## src/rtl/lsu_bus_adapter.sv

```systemverilog
// lsu_bus_adapter
//   Load/store unit sitting between the memory-access stage and a 32-bit
//   req/ack data bus. A single-cycle core request becomes one bus
//   transaction with byte-lane steering on the way out and lane
//   extraction plus sign/zero extension on the way back. Misaligned
//   accesses, illegal funct3 codes and bus timeouts raise a one-cycle
//   fault. The core is held with 'stall' while a transaction is pending.
//
// Ports
//   clk, reset            clock, asynchronous active-high reset
//   mem_rd, mem_wr        core load/store request (held while stall=1)
//   mem_ctrl[2:0]         funct3: 000 B, 001 H, 010 W, 100 BU, 101 HU
//   addr[31:0]            byte address
//   wdata[31:0]           store data
//   rdata[31:0]           extended load data (registered)
//   stall                 core must hold its request while high
//   fault                 one-cycle pulse on illegal request or timeout
//   bus_req/we/addr/be/wdata  bus request side (registered)
//   bus_rdata, bus_ack    bus response side
module lsu_bus_adapter #(
    parameter int TIMEOUT = 16,
    parameter int TO_W    = 8
) (
    input  logic        clk,
    input  logic        reset,
    input  logic        mem_rd,
    input  logic        mem_wr,
    input  logic [2:0]  mem_ctrl,
    input  logic [31:0] addr,
    input  logic [31:0] wdata,
    output logic [31:0] rdata,
    output logic        stall,
    output logic        fault,
    output logic        bus_req,
    output logic        bus_we,
    output logic [31:0] bus_addr,
    output logic [3:0]  bus_be,
    output logic [31:0] bus_wdata,
    input  logic [31:0] bus_rdata,
    input  logic        bus_ack
);

    typedef enum logic [1:0] {
        IDLE = 2'd0,
        REQ  = 2'd1,
        DONE = 2'd2
    } state_t;

    localparam logic [TO_W-1:0] TO_LAST = TO_W'(TIMEOUT - 1);

    state_t          state, state_nx;
    logic            start;
    logic            illegal;
    logic            timeout_hit;
    logic [TO_W-1:0] cnt;
    logic [1:0]      off_q;
    logic [2:0]      ctrl_q;

    // Byte enables: size from funct3[1:0], shifted into the addressed lane.
    function automatic logic [3:0] lane_be(input logic [1:0] size, input logic [1:0] off);
        case (size)
            2'b00:   return 4'b0001 << off;
            2'b01:   return 4'b0011 << off;
            default: return 4'b1111;
        endcase
    endfunction

    // Store data is replicated across all lanes so the slave can pick any.
    function automatic logic [31:0] lane_wdata(input logic [1:0] size, input logic [31:0] d);
        case (size)
            2'b00:   return {4{d[7:0]}};
            2'b01:   return {2{d[15:0]}};
            default: return d;
        endcase
    endfunction

    // Extract the addressed lane and extend it to 32 bits.
    function automatic logic [31:0] load_ext(input logic [31:0] d, input logic [1:0] off,
                                             input logic [2:0] ctrl);
        logic [31:0] lane;
        lane = d >> {off, 3'b000};
        case (ctrl)
            3'b000:  return {{24{lane[7]}}, lane[7:0]};
            3'b001:  return {{16{lane[15]}}, lane[15:0]};
            3'b100:  return {24'd0, lane[7:0]};
            3'b101:  return {16'd0, lane[15:0]};
            default: return lane;
        endcase
    endfunction

    // Request classification
    always_comb begin
        start   = mem_rd | mem_wr;
        illegal = 1'b0;
        if (mem_rd && mem_wr)
            illegal = 1'b1;
        if (mem_ctrl == 3'b011 || mem_ctrl == 3'b110 || mem_ctrl == 3'b111)
            illegal = 1'b1;
        if (mem_wr && mem_ctrl[2])
            illegal = 1'b1;
        if (mem_ctrl[1:0] == 2'b01 && addr[0])
            illegal = 1'b1;
        if (mem_ctrl[1:0] == 2'b10 && addr[1:0] != 2'b00)
            illegal = 1'b1;
    end

    assign timeout_hit = (state == REQ) && !bus_ack && (cnt == TO_LAST);

    // State register
    always_ff @(posedge clk or posedge reset) begin
        if (reset)
            state <= IDLE;
        else
            state <= state_nx;
    end

    // Next state and stall
    always_comb begin
        state_nx = state;
        stall    = 1'b0;
        case (state)
            IDLE: begin
                stall = start;
                if (start)
                    state_nx = illegal ? DONE : REQ;
            end
            REQ: begin
                stall = 1'b1;
                if (bus_ack || timeout_hit)
                    state_nx = DONE;
            end
            // DONE never looks at the request, so the one still held by the
            // core on this cycle is not accepted a second time.
            DONE:    state_nx = IDLE;
            default: state_nx = IDLE;
        endcase
    end

    // Bus outputs, load data, fault and timeout counter
    always_ff @(posedge clk or posedge reset) begin
        if (reset) begin
            rdata     <= '0;
            fault     <= 1'b0;
            bus_req   <= 1'b0;
            bus_we    <= 1'b0;
            bus_addr  <= '0;
            bus_be    <= '0;
            bus_wdata <= '0;
            cnt       <= '0;
            off_q     <= '0;
            ctrl_q    <= '0;
        end else begin
            fault <= 1'b0;
            case (state)
                IDLE: begin
                    if (start) begin
                        if (illegal) begin
                            fault <= 1'b1;
                            rdata <= '0;
                        end else begin
                            bus_req   <= 1'b1;
                            bus_we    <= mem_wr;
                            bus_addr  <= {addr[31:2], 2'b00};
                            bus_be    <= lane_be(mem_ctrl[1:0], addr[1:0]);
                            bus_wdata <= lane_wdata(mem_ctrl[1:0], wdata);
                            off_q     <= addr[1:0];
                            ctrl_q    <= mem_ctrl;
                            cnt       <= '0;
                        end
                    end
                end
                REQ: begin
                    if (bus_ack) begin
                        bus_req <= 1'b0;
                        if (!bus_we)
                            rdata <= load_ext(bus_rdata, off_q, ctrl_q);
                    end else if (cnt == TO_LAST) begin
                        bus_req <= 1'b0;
                        fault   <= 1'b1;
                        rdata   <= '0;
                    end else begin
                        cnt <= cnt + TO_W'(1);
                    end
                end
                default: ;
            endcase
        end
    end

endmodule

```

## config.mk

```make
export PLATFORM = sky130hd
export DESIGN_NAME = lsu_bus_adapter
export DESIGN_NICKNAME = d
export VERILOG_FILES = /design/src/rtl/lsu_bus_adapter.sv
export SDC_FILE = /design/constraint.sdc
export NUM_CORES = 1
export LEC_CHECK = 0
export BUFFER_PORTS_ARGS = -buffer_cell sky130_fd_sc_hd__buf_2
export CORE_MARGIN = 2
export CORE_UTILIZATION = 45
export CTS_CLUSTER_DIAMETER = 100
export DETAILED_ROUTE_END_ITERATION = 16
export HOLD_SLACK_MARGIN = 0.1
export PLACE_DENSITY = 0.73
export SLEW_MARGIN = 10
export SYNTH_ARGS = -nofsm -noshare
export SYNTH_HDL_FRONTEND = slang
export SYNTH_SLANG_ARGS = --single-unit
```

## constraint.sdc

```tcl
create_clock -name clk -period 4.2 [get_ports clk]
set_input_delay 0.63 -clock clk [delete_from_list [all_inputs] [get_ports clk]]
set_output_delay 0.63 -clock clk [all_outputs]
set_load 0.03 [all_outputs]
```

## Word level (Yosys, flattened, before mapping)

Index checks and enable logic that the tools add are counted.

| word-level totals | value |
|---|---|
| input bits | 104 |
| flip-flop bits (word level) | 116 |
| logic and storage cells | 89 |

| operators by class | value |
|---|---|
| mux-type cells | 34 |
| $add $sub $neg | 1 |
| equal/unequal tests | 18 |
| shift-type cells | 3 |
| reduce and logical (&&, ||, !) cells | 20 |
| bitwise logic cells | 2 |

Operators by type and width:

| operator | count |
|---|---|
| 32-bit two-way mux | 5 |
| 32-bit case mux with 2 select lines | 2 |
| 32-bit case mux with 4 select lines | 1 |
| 8-bit two-way mux | 4 |
| 32-bit by 5-bit >> shifter with 32-bit output | 1 |
| 8-bit case mux with 2 select lines | 1 |
| 1-bit two-way mux | 13 |
| 3-bit == test (second input constant) | 4 |
| 2-bit != test (second input constant) | 5 |
| 5-bit AND reduction | 2 |
| 8-bit by 1-bit adder with 8-bit output (second input constant) | 1 |
| 8-bit by 4-bit == test with 1-bit output (second input constant) | 1 |
| 4-bit case mux with 2 select lines | 1 |
| 1-bit logical AND | 6 |
| 2-bit two-way mux | 3 |
| 1-bit case mux with 2 select lines | 3 |
| 2-bit by 1-bit == test with 1-bit output (second input constant) | 2 |
| 2-bit zero test | 2 |
| 2-bit case mux with 2 select lines | 1 |
| 4-bit AND reduction | 1 |
| 2-bit nonzero test | 2 |
| 1-bit by 2-bit << shifter with 4-bit output (first input constant) | 1 |
| 2-bit by 2-bit << shifter with 4-bit output (first input constant) | 1 |
| 3-bit by 1-bit == test with 1-bit output (second input constant) | 1 |
| 12 further kinds | 14 |

## Logic depth before layout (Yosys ltp)

| depth | value |
|---|---|
| word-level depth | 10 |
| depth in mapped cells | 7 |

## Worst setup path after synthesis

No wires, ideal clock.

| timing | value |
|---|---|
| path kind | input port to flip-flop |
| start point | input mem_wr |
| end point | register rdata[26] |
| arrival time | 1.999 ns |
| path slack | 2.076 ns |
| required time | 4.075 ns |
| stages | 6 |
| buffers on the path | 2 |
| cell sequence | nor3_1 > nor2_1 > o221a_1 > buf_6 > buf_6 > mux2_4 |

| on the way | value |
|---|---|
| longest elaborated chain between the ends | 8 |
| elaborated cells on any way between the ends | 11 |
| those cells by class | 2 x eq/ne; 5 x mux; 1 x bitwise; 3 x reduce/logical |

RTL lines:

| element | RTL line | source |
|---|---|---|
| from (decl) | 27 | `input logic mem_wr,` |
| 1-bit logical AND | 95 | `if (mem_rd && mem_wr)` |
| 1-bit two-way mux | 95 |  |
| 1-bit two-way mux | 97 | `if (mem_ctrl == 3'b011 \|\| mem_ctrl == 3'b110 \|\| mem_ctrl == 3'b111)` |
| 1-bit two-way mux | 99 | `if (mem_wr && mem_ctrl[2])` |
| 1-bit two-way mux | 101 | `if (mem_ctrl[1:0] == 2'b01 && addr[0])` |
| 1-bit two-way mux | 103 | `if (mem_ctrl[1:0] == 2'b10 && addr[1:0] != 2'b00)` |
| 2-bit != test (no line) | - |  |
| 5-bit AND reduction (no line) (*) | - |  |
| to (signal assigned) | 176 | `rdata <= load_ext(bus_rdata, off_q, ctrl_q);` |
| to (decl) | 31 | `output logic [31:0] rdata,` |

Every way passes the cells marked *; elsewhere a longest branch is shown, timed or not.
A chain may end at the register's enable or synchronous reset.

## Worst setup path in the final report

| timing | value |
|---|---|
| start point | register cnt[4] |
| end point | register rdata[23] |

| on the way | value |
|---|---|
| longest elaborated chain between the ends | 3 |

RTL lines:

| element | RTL line | source |
|---|---|---|
| from (decl) | 55 | `logic [TO_W-1:0] cnt;` |
| from (signal assigned) | 182 | `cnt <= cnt + TO_W'(1);` |
| 8-bit by 4-bit == test with 1-bit output | 177 | `end else if (cnt == TO_LAST) begin` |
| 3-bit by 2-bit != test with 1-bit output (no line) | - |  |
| 5-bit AND reduction (no line) | - |  |

Every way passes these cells.

==> results.md <==
- CP delay by family, top: compound AO/OA/AOI/OAI gates
- Gr ovfl total: 0
- Max frequency: around 0.37 GHz
- DIE AREA: 0.0138 mm2
- Residual DRC: 0
- Initial DRT Pass Iterations: 5
- Avg WL per Cell: between 15 and 20 um
- Clk root buf: clkbuf_16
- RSZ-0062 raised after global routing: no
- CP Cell Sequence: or4_4 > nor3_2 > o221a_1 > buf_4 > mux2i_1
- Distinct cell type count after synthesis: 52
- Slew HR: 0.217
- CTS tree: built
- Ys Warns: 0
- Commonest non-fill, non-tap cell in the layout: buf_2
- Post-cts repair resize count: 0
- First-pass GRT wire length: between 20000 and 30000 um
- WP data required: around 4.5 ns
- Largest family of logic cells by synthesized area: multiplexers
- Post-CTS Setup Bufs: 0
- Register cell area after layout: approximately 0.0029 mm2
- Minimum clock period: between 2 and 3 ns
- GRT Resource Usage Total: 0.227
- Nets: 808
- Clk buf depth: 2
- Slowest cell on crit path: o221a_1
- Vias per cell: between 5 and 6
- Avg Inst Size Synth: 11.5 um2
- Layout cells sized above 1: 0.436
- Leak: 3.63 nW
- XOR/XNOR share of the synthesized area: 0
- Commonest cells after routing, fill and taps aside: buf_2 (205), dfrtp_1 (116), o21ai_0 (71)
- Hold crit path type: primary input to asynchronous set/reset pin
- Tcrit/Tclk final: 0.641
- Vias after detailed routing: a little under 5000
- Final WL: 15500 um
- Kind of critical path: flip-flop to flip-flop
- Critical path endpoint category: flip-flop
- Peak supply drop: 0.423 mV
- Setup_tns: 0 ns
- Worst-skew pair later-pin latency: between 0.4 and 0.5 ns
- Setup violations, final: 0
- Clock-pin slew on the worst setup and hold paths: around 0.050 ns
- Pre-CTS WS: between 1 and 1.5 ns
- Die X: 118 um
- Post-synthesis mux area share: 0.226
- Register area share after synthesis: 0.499
- Max incr delay on CP: between 0.9 and 1 ns
- FP Rows: 41
- Area grow syn2layout: 29.5%
- Multi-input gate area: around 0.0027 mm2
- PnR worst setup slack: between 1.5 and 2 ns
- Worst-path fanout max: 18
- Ys async rst share: 1.00
- Mapped Cells: about 500
- Core Region: 0.0126 mm2
- RD Place Congestion: around 0.88
- Power density cells: between 700 and 800 mW/mm2
- Worst slew pin tran: roughly 1.2 ns
- Chip Height: 118 um
- Seq cells post-synth: 116
- Initial DRC Count: 290
- H-tree depth: 4
- Crit path DAT: 3.02 ns
- Num Clock Sinks: ~120
- Largest net degree at the start of global routing: 80
- Slew Viols, Final: 0
- Simple-gate share of the synthesized area: 0.0609
- Synthesized area: ~0.0058 mm2
- Placed wire-length estimate: 11200 um
- Clock Skew: 0.00864 ns
- IO buf count: just over 200
- Complex-gate fraction of the synthesized area: 0.168
- Synth Area in Adders: 0.00215
- Vias in the first global route: approximately 4800
- Post-synth EDFFs: 0
- Hold buffers post-CTS: 0
- CTS Buf Count: 17
- Main flop type after synthesis: dfrtp_1
- Run status: finished clean
- Remaining antenna violation count: 0
- Startpoint types: flip-flop
- Initial antenna violation count: 1
- Final hold vios: 0
- Effective utilization at floorplan: 0.461
- I/O pin count: around 210
- FILL cells: about 1100
- Buf/Inv on CP: 1
- Max-cap viol count: 0
==> final timing paths <==
kind	start	to	depth (start not counted)	slack [ns]
worst max-delay path	cnt[4]	rdata[23]	5	1.51
worst min-delay path	reset	bus_addr[11]	2	0.44
worst max register to register	cnt[4]	rdata[23]	5	1.51
worst min register to register	bus_wdata[2]	bus_wdata[2]	1	0.49
max in group asynchronous	reset	rdata[22]	3	2.90
min in group clk	addr[11]	bus_addr[11]	2	0.45
==> final cells by class <==
class | instances | share of cell area
Sequential cell | 116 | 0.386
Clock buffer | 27 | 0.0695
Timing Repair Buffer | 217 | 0.148
Inverter | 13 | 0.00681
Tap cell | 172 | 0.0286
Antenna cell | 1 | 0.000332
Multi-Input combinational cell | 338 | 0.355
Clock inverter | 3 | 0.00565
==> power by group <==
part           internal [mW]  switching (mW)
clock network          0.899           0.467
logic                  0.916            1.75
registers               1.58           0.301
total                   3.39            2.51
==> synth_stat cells (2+ instances only) <==
master	count	area, um2
a211oi_1	19	143
a21oi_1	18	90.1
a22o_1	8	70.1
a31oi_1	8	50.1
a32o_1	8	80.1
buf_1	2	7.51
buf_2	9	45.0
buf_4	4	30.0
buf_6	3	33.8
clkbuf_1	19	71.3
dfrtp_1	116	2900
inv_1	13	48.8
mux2_1	3	33.8
mux2_2	45	507
mux2_4	12	180
mux2i_1	57	571
nand2_1	5	18.8
nand2b_1	2	12.5
nand3_1	2	10.0
nand3b_1	4	30.0
nor2_1	17	63.8
nor2b_1	11	68.8
nor3_1	10	50.1
nor3_2	2	20.0
o21a_1	3	22.5
o21ai_0	71	355
o21bai_1	7	52.6
or2_1	2	12.5
==> flip-flops by register name (all words and copies together), names as in the netlist <==
signal / flops
cnt: 8
fault: 1
state: 2
off_q: 2
bus_addr: 30
rdata: 32
bus_wdata: 32
bus_req: 1
bus_we: 1
bus_be: 4
ctrl_q: 3
==> metrics by stage <==
step | hold WS [ns] | power, mW | util | instance area, um2 | std cells
2_1_floorplan | 0.492 | 3.78 | - | 5820 | 505
3_3_place_gp | 0.472 | 4.47 | 0.551 | 6950 | 855
3_5_place_dp | 0.480 | 4.54 | 0.551 | 6950 | 855
4_1_cts | 0.439 | 5.93 | 0.596 | 7520 | 885
5_1_grt | 0.433 | 6.24 | 0.596 | 7530 | 886
6_report | 0.444 | 5.91 | 0.597 | 7530 | 887
==> metal layers <==
| layer | vias to the layer above | global-route usage | share of wire |
|---|---|---|---|
| li1 | 2268 | - | - |
| met3 | 15 | 0.0654 | 0.066 |
| met2 | 180 | 0.384 | 0.50 |
| met5 | - | 0 | 0 |
| met4 | 0 | 0.0640 | 0.012 |
| met1 | 2390 | 0.284 | 0.42 |
==> logic make-up (layout without fill, tap and decap cells) <==
logic type,after synthesis,in the layout
AO/OA/AOI/OAI,154,154
adder cells (fa/ha/maj),1,1
buffers and inverters,51,260
flip-flops,116,116
multiplexers,118,118
other,1,3
AND/OR/NAND/NOR,63,63
Note: power is estimated with default switching activity, not from simulation.
